<file path="config.mk">
export PLATFORM = sky130hd
export DESIGN_NAME = mul_share_arbiter_flat
export DESIGN_NICKNAME = d
export VERILOG_FILES = /design/src/rtl/mul_share_arbiter_pkg.sv /design/src/rtl/mul_share_arbiter_if.sv /design/src/rtl/mul_share_arbiter_rr_picker.sv /design/src/rtl/multiply.sv /design/src/rtl/mul_share_arbiter.sv /design/src/flat_wrapper.sv
export SDC_FILE = /design/constraint.sdc
export NUM_CORES = 1
export LEC_CHECK = 0
export CAP_MARGIN = 15
export CORE_MARGIN = 3
export CORE_UTILIZATION = 50
export DETAILED_ROUTE_END_ITERATION = 10
export DONT_BUFFER_PORTS = 1
export MAX_ROUTING_LAYER = met4
export RECOVER_POWER = 25
export REMOVE_ABC_BUFFERS = 1
export SKIP_CTS_REPAIR_TIMING = 1
export SYNTH_ARGS = -nofsm -noshare
export SYNTH_HDL_FRONTEND = slang
export SYNTH_HIERARCHICAL = 1
export SYNTH_SLANG_ARGS = --single-unit
</file>
<file path="constraint.sdc">
create_clock -name clk -period 18.9 [get_ports clk]
set_input_delay 3.78 -clock clk [delete_from_list [all_inputs] [get_ports clk]]
set_output_delay 3.78 -clock clk [all_outputs]
set_load 0.05 [all_outputs]
</file>
<file path="src/rtl/mul_share_arbiter_pkg.sv">
// Shared types and limits for the multiplier-sharing arbiter.
// Pure declarations: no latency, no flow control.
package mul_arb_pkg;
  typedef logic signed [15:0] sample_t;
  localparam int MUL_FRAC_W = 16;
  localparam int N_REQ_MAX  = 8;
endpackage

</file>
<file path="src/rtl/mul_share_arbiter_if.sv">
// Request/response bundle between effect stages and the shared multiplier.
// Requests use valid/ready; responses are valid-only and cannot be stalled.
interface mul_share_arbiter_if #(
  parameter int N_REQ  = 4,
  parameter int DATA_W = 16
);
  logic [N_REQ-1:0]        req_valid;
  logic [N_REQ-1:0]        req_ready;
  logic [N_REQ*DATA_W-1:0] req_a;
  logic [N_REQ*DATA_W-1:0] req_b;
  logic [N_REQ-1:0]        rsp_valid;
  logic signed [DATA_W-1:0] rsp_data;
  logic                    busy;

  modport master (
    output req_valid, req_a, req_b,
    input  req_ready, rsp_valid, rsp_data, busy
  );

  modport slave (
    input  req_valid, req_a, req_b,
    output req_ready, rsp_valid, rsp_data, busy
  );
endinterface

</file>
<file path="src/rtl/mul_share_arbiter_rr_picker.sv">
// Round-robin priority select: first asserted request at or after ptr, wrapping.
// Combinational; no flow control of its own.
module rr_picker #(
  parameter int N     = 4,
  parameter int IDX_W = 2
) (
  input  logic [N-1:0]     req,
  input  logic [IDX_W-1:0] ptr,
  output logic [N-1:0]     grant_onehot,
  output logic [IDX_W-1:0] grant_idx,
  output logic             any
);
  int   j;
  logic found;

  always_comb begin
    grant_onehot = '0;
    grant_idx    = '0;
    found        = 1'b0;
    j            = 0;
    for (int k = 0; k < N; k++) begin
      j = int'(ptr) + k;
      if (j >= N) j = j - N;
      if (!found && req[j]) begin
        found           = 1'b1;
        grant_onehot[j] = 1'b1;
        grant_idx       = IDX_W'(j);
      end
    end
  end

  assign any = |req;
endmodule

</file>
<file path="src/rtl/multiply.sv">
// Q-format multiply: y = (a*b)/2^16 truncated toward zero, never saturated.
// Purely combinational; no flow control.
module multiply (
  input  logic signed [15:0] a,
  input  logic signed [15:0] b,
  output logic signed [15:0] y
);
  logic signed [31:0] p;
  logic signed [31:0] biased;

  assign p = a * b;
  // Bias negative products so the arithmetic shift truncates toward zero, not floor.
  assign biased = p + (p[31] ? 32'sd65535 : 32'sd0);
  assign y = 16'(biased >>> 16);
endmodule

</file>
<file path="src/rtl/mul_share_arbiter.sv">
// Round-robin shares one Q-format multiplier among N_REQ requesters, one accept per cycle.
// Result valid the cycle after the edge following accept; the pipeline never stalls.
module mul_share_arbiter
  import mul_arb_pkg::*;
#(
  parameter int N_REQ  = 4,
  parameter int DATA_W = 16
) (
  input logic clk,
  input logic rst,
  mul_share_arbiter_if.slave bus
);
  localparam int IDX_W = $clog2(N_REQ);

  if (DATA_W != $bits(sample_t)) begin : g_bad_width
    $error("mul_share_arbiter: DATA_W must be 16");
  end
  if (N_REQ < 2 || N_REQ > N_REQ_MAX) begin : g_bad_nreq
    $error("mul_share_arbiter: N_REQ must be 2..8");
  end

  logic [IDX_W-1:0] ptr;
  logic [N_REQ-1:0] grant_onehot;
  logic [IDX_W-1:0] grant_idx;
  logic             any;
  logic             accept;

  sample_t          sel_a, sel_b;
  logic             s1_valid;
  sample_t          s1_a, s1_b;
  logic [N_REQ-1:0] s1_tag;
  sample_t          product;
  logic             s2_valid;
  sample_t          s2_data;
  logic [N_REQ-1:0] s2_tag;

  rr_picker #(.N(N_REQ), .IDX_W(IDX_W)) u_picker (
    .req          (bus.req_valid),
    .ptr          (ptr),
    .grant_onehot (grant_onehot),
    .grant_idx    (grant_idx),
    .any          (any)
  );

  // Grant is always the accept, since the winner is by construction valid.
  assign bus.req_ready = rst ? '0 : grant_onehot;
  assign accept        = any & ~rst;

  always_comb begin
    sel_a = '0;
    sel_b = '0;
    for (int i = 0; i < N_REQ; i++) begin
      if (grant_onehot[i]) begin
        sel_a = sample_t'(bus.req_a[i*DATA_W +: DATA_W]);
        sel_b = sample_t'(bus.req_b[i*DATA_W +: DATA_W]);
      end
    end
  end

  multiply u_mul (
    .a (s1_a),
    .b (s1_b),
    .y (product)
  );

  always_ff @(posedge clk) begin
    if (rst) begin
      ptr      <= '0;
      s1_valid <= 1'b0;
      s1_a     <= '0;
      s1_b     <= '0;
      s1_tag   <= '0;
      s2_valid <= 1'b0;
      s2_data  <= '0;
      s2_tag   <= '0;
    end else begin
      s1_valid <= accept;
      if (accept) begin
        s1_a   <= sel_a;
        s1_b   <= sel_b;
        s1_tag <= grant_onehot;
        ptr    <= (grant_idx == IDX_W'(N_REQ - 1)) ? '0 : grant_idx + IDX_W'(1);
      end
      s2_valid <= s1_valid;
      // Result register only moves on a real product so rsp_data holds between results.
      if (s1_valid) begin
        s2_data <= product;
        s2_tag  <= s1_tag;
      end
    end
  end

  assign bus.rsp_valid = s2_valid ? s2_tag : '0;
  assign bus.rsp_data  = s2_data;
  assign bus.busy      = s1_valid | s2_valid;
endmodule

</file>
<file path="src/flat_wrapper.sv">
// flat-port wrapper written by rule: the top's interface ports become plain ports
module mul_share_arbiter_flat import mul_arb_pkg::*;
#(
  parameter int N_REQ  = 4,
  parameter int DATA_W = 16
)
  (clk, rst, bus_req_valid, bus_req_a, bus_req_b, bus_req_ready, bus_rsp_valid, bus_rsp_data, bus_busy);
  mul_share_arbiter_if #(.N_REQ(N_REQ), .DATA_W(DATA_W)) bus_i ();
  input logic clk;
  input logic rst;
  input wire logic [$bits(bus_i.req_valid)-1:0] bus_req_valid;
  input wire logic [$bits(bus_i.req_a)-1:0] bus_req_a;
  input wire logic [$bits(bus_i.req_b)-1:0] bus_req_b;
  output wire logic [$bits(bus_i.req_ready)-1:0] bus_req_ready;
  output wire logic [$bits(bus_i.rsp_valid)-1:0] bus_rsp_valid;
  output wire logic [$bits(bus_i.rsp_data)-1:0] bus_rsp_data;
  output wire logic [$bits(bus_i.busy)-1:0] bus_busy;
  assign bus_i.req_valid = bus_req_valid;
  assign bus_i.req_a = bus_req_a;
  assign bus_i.req_b = bus_req_b;
  assign bus_req_ready = bus_i.req_ready;
  assign bus_rsp_valid = bus_i.rsp_valid;
  assign bus_rsp_data = bus_i.rsp_data;
  assign bus_busy = bus_i.busy;
  mul_share_arbiter #(.N_REQ(N_REQ), .DATA_W(DATA_W)) u_core (.clk(clk), .rst(rst), .bus(bus_i));
endmodule
</file>
==> flow_summary.json <==
{
  "reg2regPathDepth": 28,
  "reg2reg_setup_slack_ns": 9.54,
  "die_area_um2": 30500,
  "worst_r2r_endpoint": "u_core/bus.rsp_data[15]",
  "cp.arrival_ns": 6.31,
  "area_growth_pct": 3.35,
  "tns_ns": 0,
  "endpoint": "bus_req_ready[3]",
  "cts_root_buf": "clkbuf_16",
  "synth-simple-area-share": 0.164,
  "synth_top_family_by_area": "adder cells",
  "clockPowerShare": 0.063,
  "synthFlopType": "dfxtp_1",
  "powerDensity_nw_per_um2": 186,
  "layout_setup_ws_ns": 8.81,
  "tightest_slew_ns": 0.948,
  "worst_ir_drop_vdd_v": 0.000144,
  "skew_ns": 0.00796,
  "slowest_delay_ns": 0.81,
  "yosysUniqueCellTypes": 82,
  "tritoncts": "yes",
  "antennaDiodeCount": 0,
  "required_ns": 15.12,
  "gp_congestion": 0.850,
  "postRouteAntennaNets": 0,
  "rsz0062_at_grt": "no",
  "wl_per_cell_um": 18.0,
  "status": "completed",
  "die_y_um": 175,
  "cts_sinks": 60,
  "design_area_um2": 14700,
  "die_x_um": 175,
  "critPathLaunch": "bus_req_valid[1]",
  "crit_slowest_cell": "nor2b_1",
  "via_count": 10700,
  "drc_errors": 0,
  "num-nets-final": 2021,
  "pre_cts_ws_ns": 8.84,
  "slew_violations": 0,
  "row_count": 61,
  "grt_antenna_before_repair": 0,
  "combPwrFrac": 0.815,
  "syn_inst": 1596,
  "leakage_nw": 7.05,
  "relSlewSlack": 0.367,
  "grt_first_pass_wirelength_mm": 56.2,
  "numCtsBuffers": 9,
  "dr.first_iter.drc_count": 661,
  "io_buffers": 0,
  "wirelength_mm": 34.4,
  "drtPass1Iterations": 6,
  "synth_xor_area_frac": 0.0301,
  "async_reset_ff_frac": 0,
  "drive_above_1_share": 0.0326,
  "ios": 159,
  "clk_pin_slew_ns": 0.06,
  "syn_avg_cell_area_um2": 8.92,
  "period_share": 0.534,
  "crit_path_max_fanout": 64,
  "hold_class": "flip-flop to flip-flop",
  "sequentialPowerShare": 0.122,
  "synth_edf_count": 0,
  "internal-power_w": 0.00120,
  "yosys_warnings": 6,
  "switchingPower_w": 0.00154,
  "timing.rr.start": "u_core/s1_a[15]",
  "grtUsageTotal": 0.235,
  "start_util": 0.510,
  "ys_seq_area_frac": 0.0844,
  "worstPathCellList": "mux4_2, nand2b_4, nor3_4, a22oi_1, o21ai_4, buf_4, nor2b_1",
  "end_kind": "output port",
  "max_freq_mhz": 99.1,
  "ctsHtreeMaxLevel": 3,
  "clk_path_buf_depth": 2,
  "synth_adder_area_share": 0.452,
  "drv_cap": 0,
  "crit_type": "input port to output port",
  "routed_via_density": 5.61,
  "setup_viol": 0,
  "synth-seq-cells": 60,
  "swShare": 0.563,
  "synth_compound_area_frac": 0.131,
  "coreArea_um2": 27900,
  "first_global_vias": 10800,
  "grt_overflow": 0,
  "crit_path_start_kind": "input port",
  "placed_area_um2": 14400,
  "timing.hold.ws_ns": 0.459,
  "syn_area_um2": 14200,
  "period_needed_ns": 10.09,
  "grt_max_degree": 69,
  "clk_latency_ns": 0.35,
  "finalHoldViolations": 0,
  "synth_mux_area_frac": 0.0272,
  "hpwl_mm": 26.7
}
stage by stage:
| step | power [W] | util | std cells |
|---|---|---|---|
| after CTS | 0.00276 | 0.525 | 1911 |
| after global routing | 0.00308 | 0.527 | 1913 |
| after global placement | 0.00253 | 0.515 | 1895 |
| final | 0.00274 | 0.527 | 1913 |
| after detailed placement | 0.00257 | 0.515 | 1895 |
| after floorplan | 0.00207 | - | 1513 |
cells by family after synthesis:
| family | after synthesis |
|---|---|
| AO/OA/AOI/OAI | 252 |
| XOR/XNOR | 48 |
| adder cells (fa/ha/maj) | 357 |
| buffers and inverters | 403 |
| flip-flops | 60 |
| multiplexers | 33 |
| AND/OR/NAND/NOR | 443 |
cells in the mapped netlist (3+ instances only):
master,instances,area [um2]
and3_1,5,31.3
nand3b_1,33,248
nand4_1,6,37.5
fa_1,262,5250
xnor2_1,31,272
o2111ai_1,4,35.0
a21oi_2,3,26.3
clkbuf_1,54,203
o21bai_1,3,22.5
o21ai_1,5,25.0
nor3b_1,5,37.5
o31ai_1,4,30.0
a21oi_1,24,120
nor2_1,58,218
nor3_1,6,30.0
mux2i_1,27,270
nand2_1,158,593
mux4_2,3,67.6
buf_6,7,78.8
a21o_1,6,45.0
a211o_1,4,35.0
xor2_1,16,140
or3_1,5,31.3
dfxtp_1,60,1200
o21ai_0,47,235
and4_1,3,26.3
o211ai_1,4,30.0
nand3_1,11,55.1
nand2b_1,9,56.3
a31oi_1,7,43.8
inv_1,319,1200
o21a_1,8,60.1
nor2b_1,7,43.8
buf_1,6,22.5
and2_1,118,738
buf_2,13,65.1
a211oi_1,35,263
ha_1,95,1190
a221oi_1,33,289
a22oi_1,40,300
cells in the final DEF, fill, tap and decap left out, types with 4 or more instances in the layout:
cell type    n
inv_1      319
fa_1       262
nand2_1    158
and2_1     118
ha_1        95
dfxtp_1     60
nor2_1      58
o21ai_0     45
a22oi_1     40
a211oi_1    35
a221oi_1    33
nand3b_1    33
xnor2_1     31
mux2i_1     27
a21oi_1     24
xor2_1      16
nand3_1     11
clkbuf_16    9
nand2b_1     9
o21a_1       8
a31oi_1      7
nor2b_1      6
nor3_1       6
a21o_1       6
nand4_1      6
nor3b_1      5
o21ai_1      5
and3_1       5
or3_1        5
buf_4        4
o31ai_1      4
a211o_1      4
o2111ai_1    4
o211ai_1     4
critical path, delay by kind of cell:
kind / cells / cell delay, ns
AO/OA/AOI/OAI: 2 / 0.23
buffers and inverters: 1 / 0.54
multiplexers: 1 / 0.48
AND/OR/NAND/NOR: 3 / 1.25
state kept, by name (all words and copies together), names as in the netlist:
| register | count |
|---|---|
| u_core/bus.rsp_data | 16 |
| u_core/ptr | 2 |
| u_core/s1_a | 16 |
| u_core/s1_b | 16 |
| u_core/s1_tag | 4 |
| u_core/s1_valid | 1 |
| u_core/s2_tag | 4 |
| u_core/s2_valid | 1 |
cell type report:
cell class	instances	area [um2]
inverter	320	1200
clock inverter	7	73.8
sequential	60	1200
tap	378	473
clock buffer	9	225
fill	2649	13200
timing repair buffer	6	72.6
multi-input combinational	1133	11500
power groups by stage:
stage,Sequential (W),Clock [W],Combinational (W)
detailed placement,0.000333,0,0.00224
CTS,0.000330,0.000178,0.00225
global route,0.000344,0.000184,0.00256
finish,0.000333,0.000174,0.00223
floorplan,0.000264,0,0.00181
global placement,0.000333,0,0.00220
worst min-delay path by stage:
stage,end,from,cells past startpoint,slack (ns)
after floorplan,u_core/s1_tag[3],u_core/s1_tag[3],2,0.43
after global placement,u_core/s1_tag[3],u_core/s1_tag[3],2,0.44
after detailed placement,u_core/s1_tag[3],u_core/s1_tag[3],2,0.45
after CTS,u_core/s1_tag[3],u_core/s1_tag[3],2,0.45
after global routing,u_core/s1_tag[3],u_core/s1_tag[3],2,0.48
final,u_core/s1_tag[3],u_core/s1_tag[3],2,0.46
per-layer routing:
| metal | part of all wire | up-vias | GRT usage |
|---|---|---|---|
| li1 | - | 4976 | - |
| met1 | 0.41 | 5465 | 0.302 |
| met2 | 0.53 | 250 | 0.403 |
| met3 | 0.033 | 45 | 0.0187 |
| met4 | 0.025 | 0 | 0.0638 |
| met5 | 0 | - | - |
(Power assumes the default switching activity.)
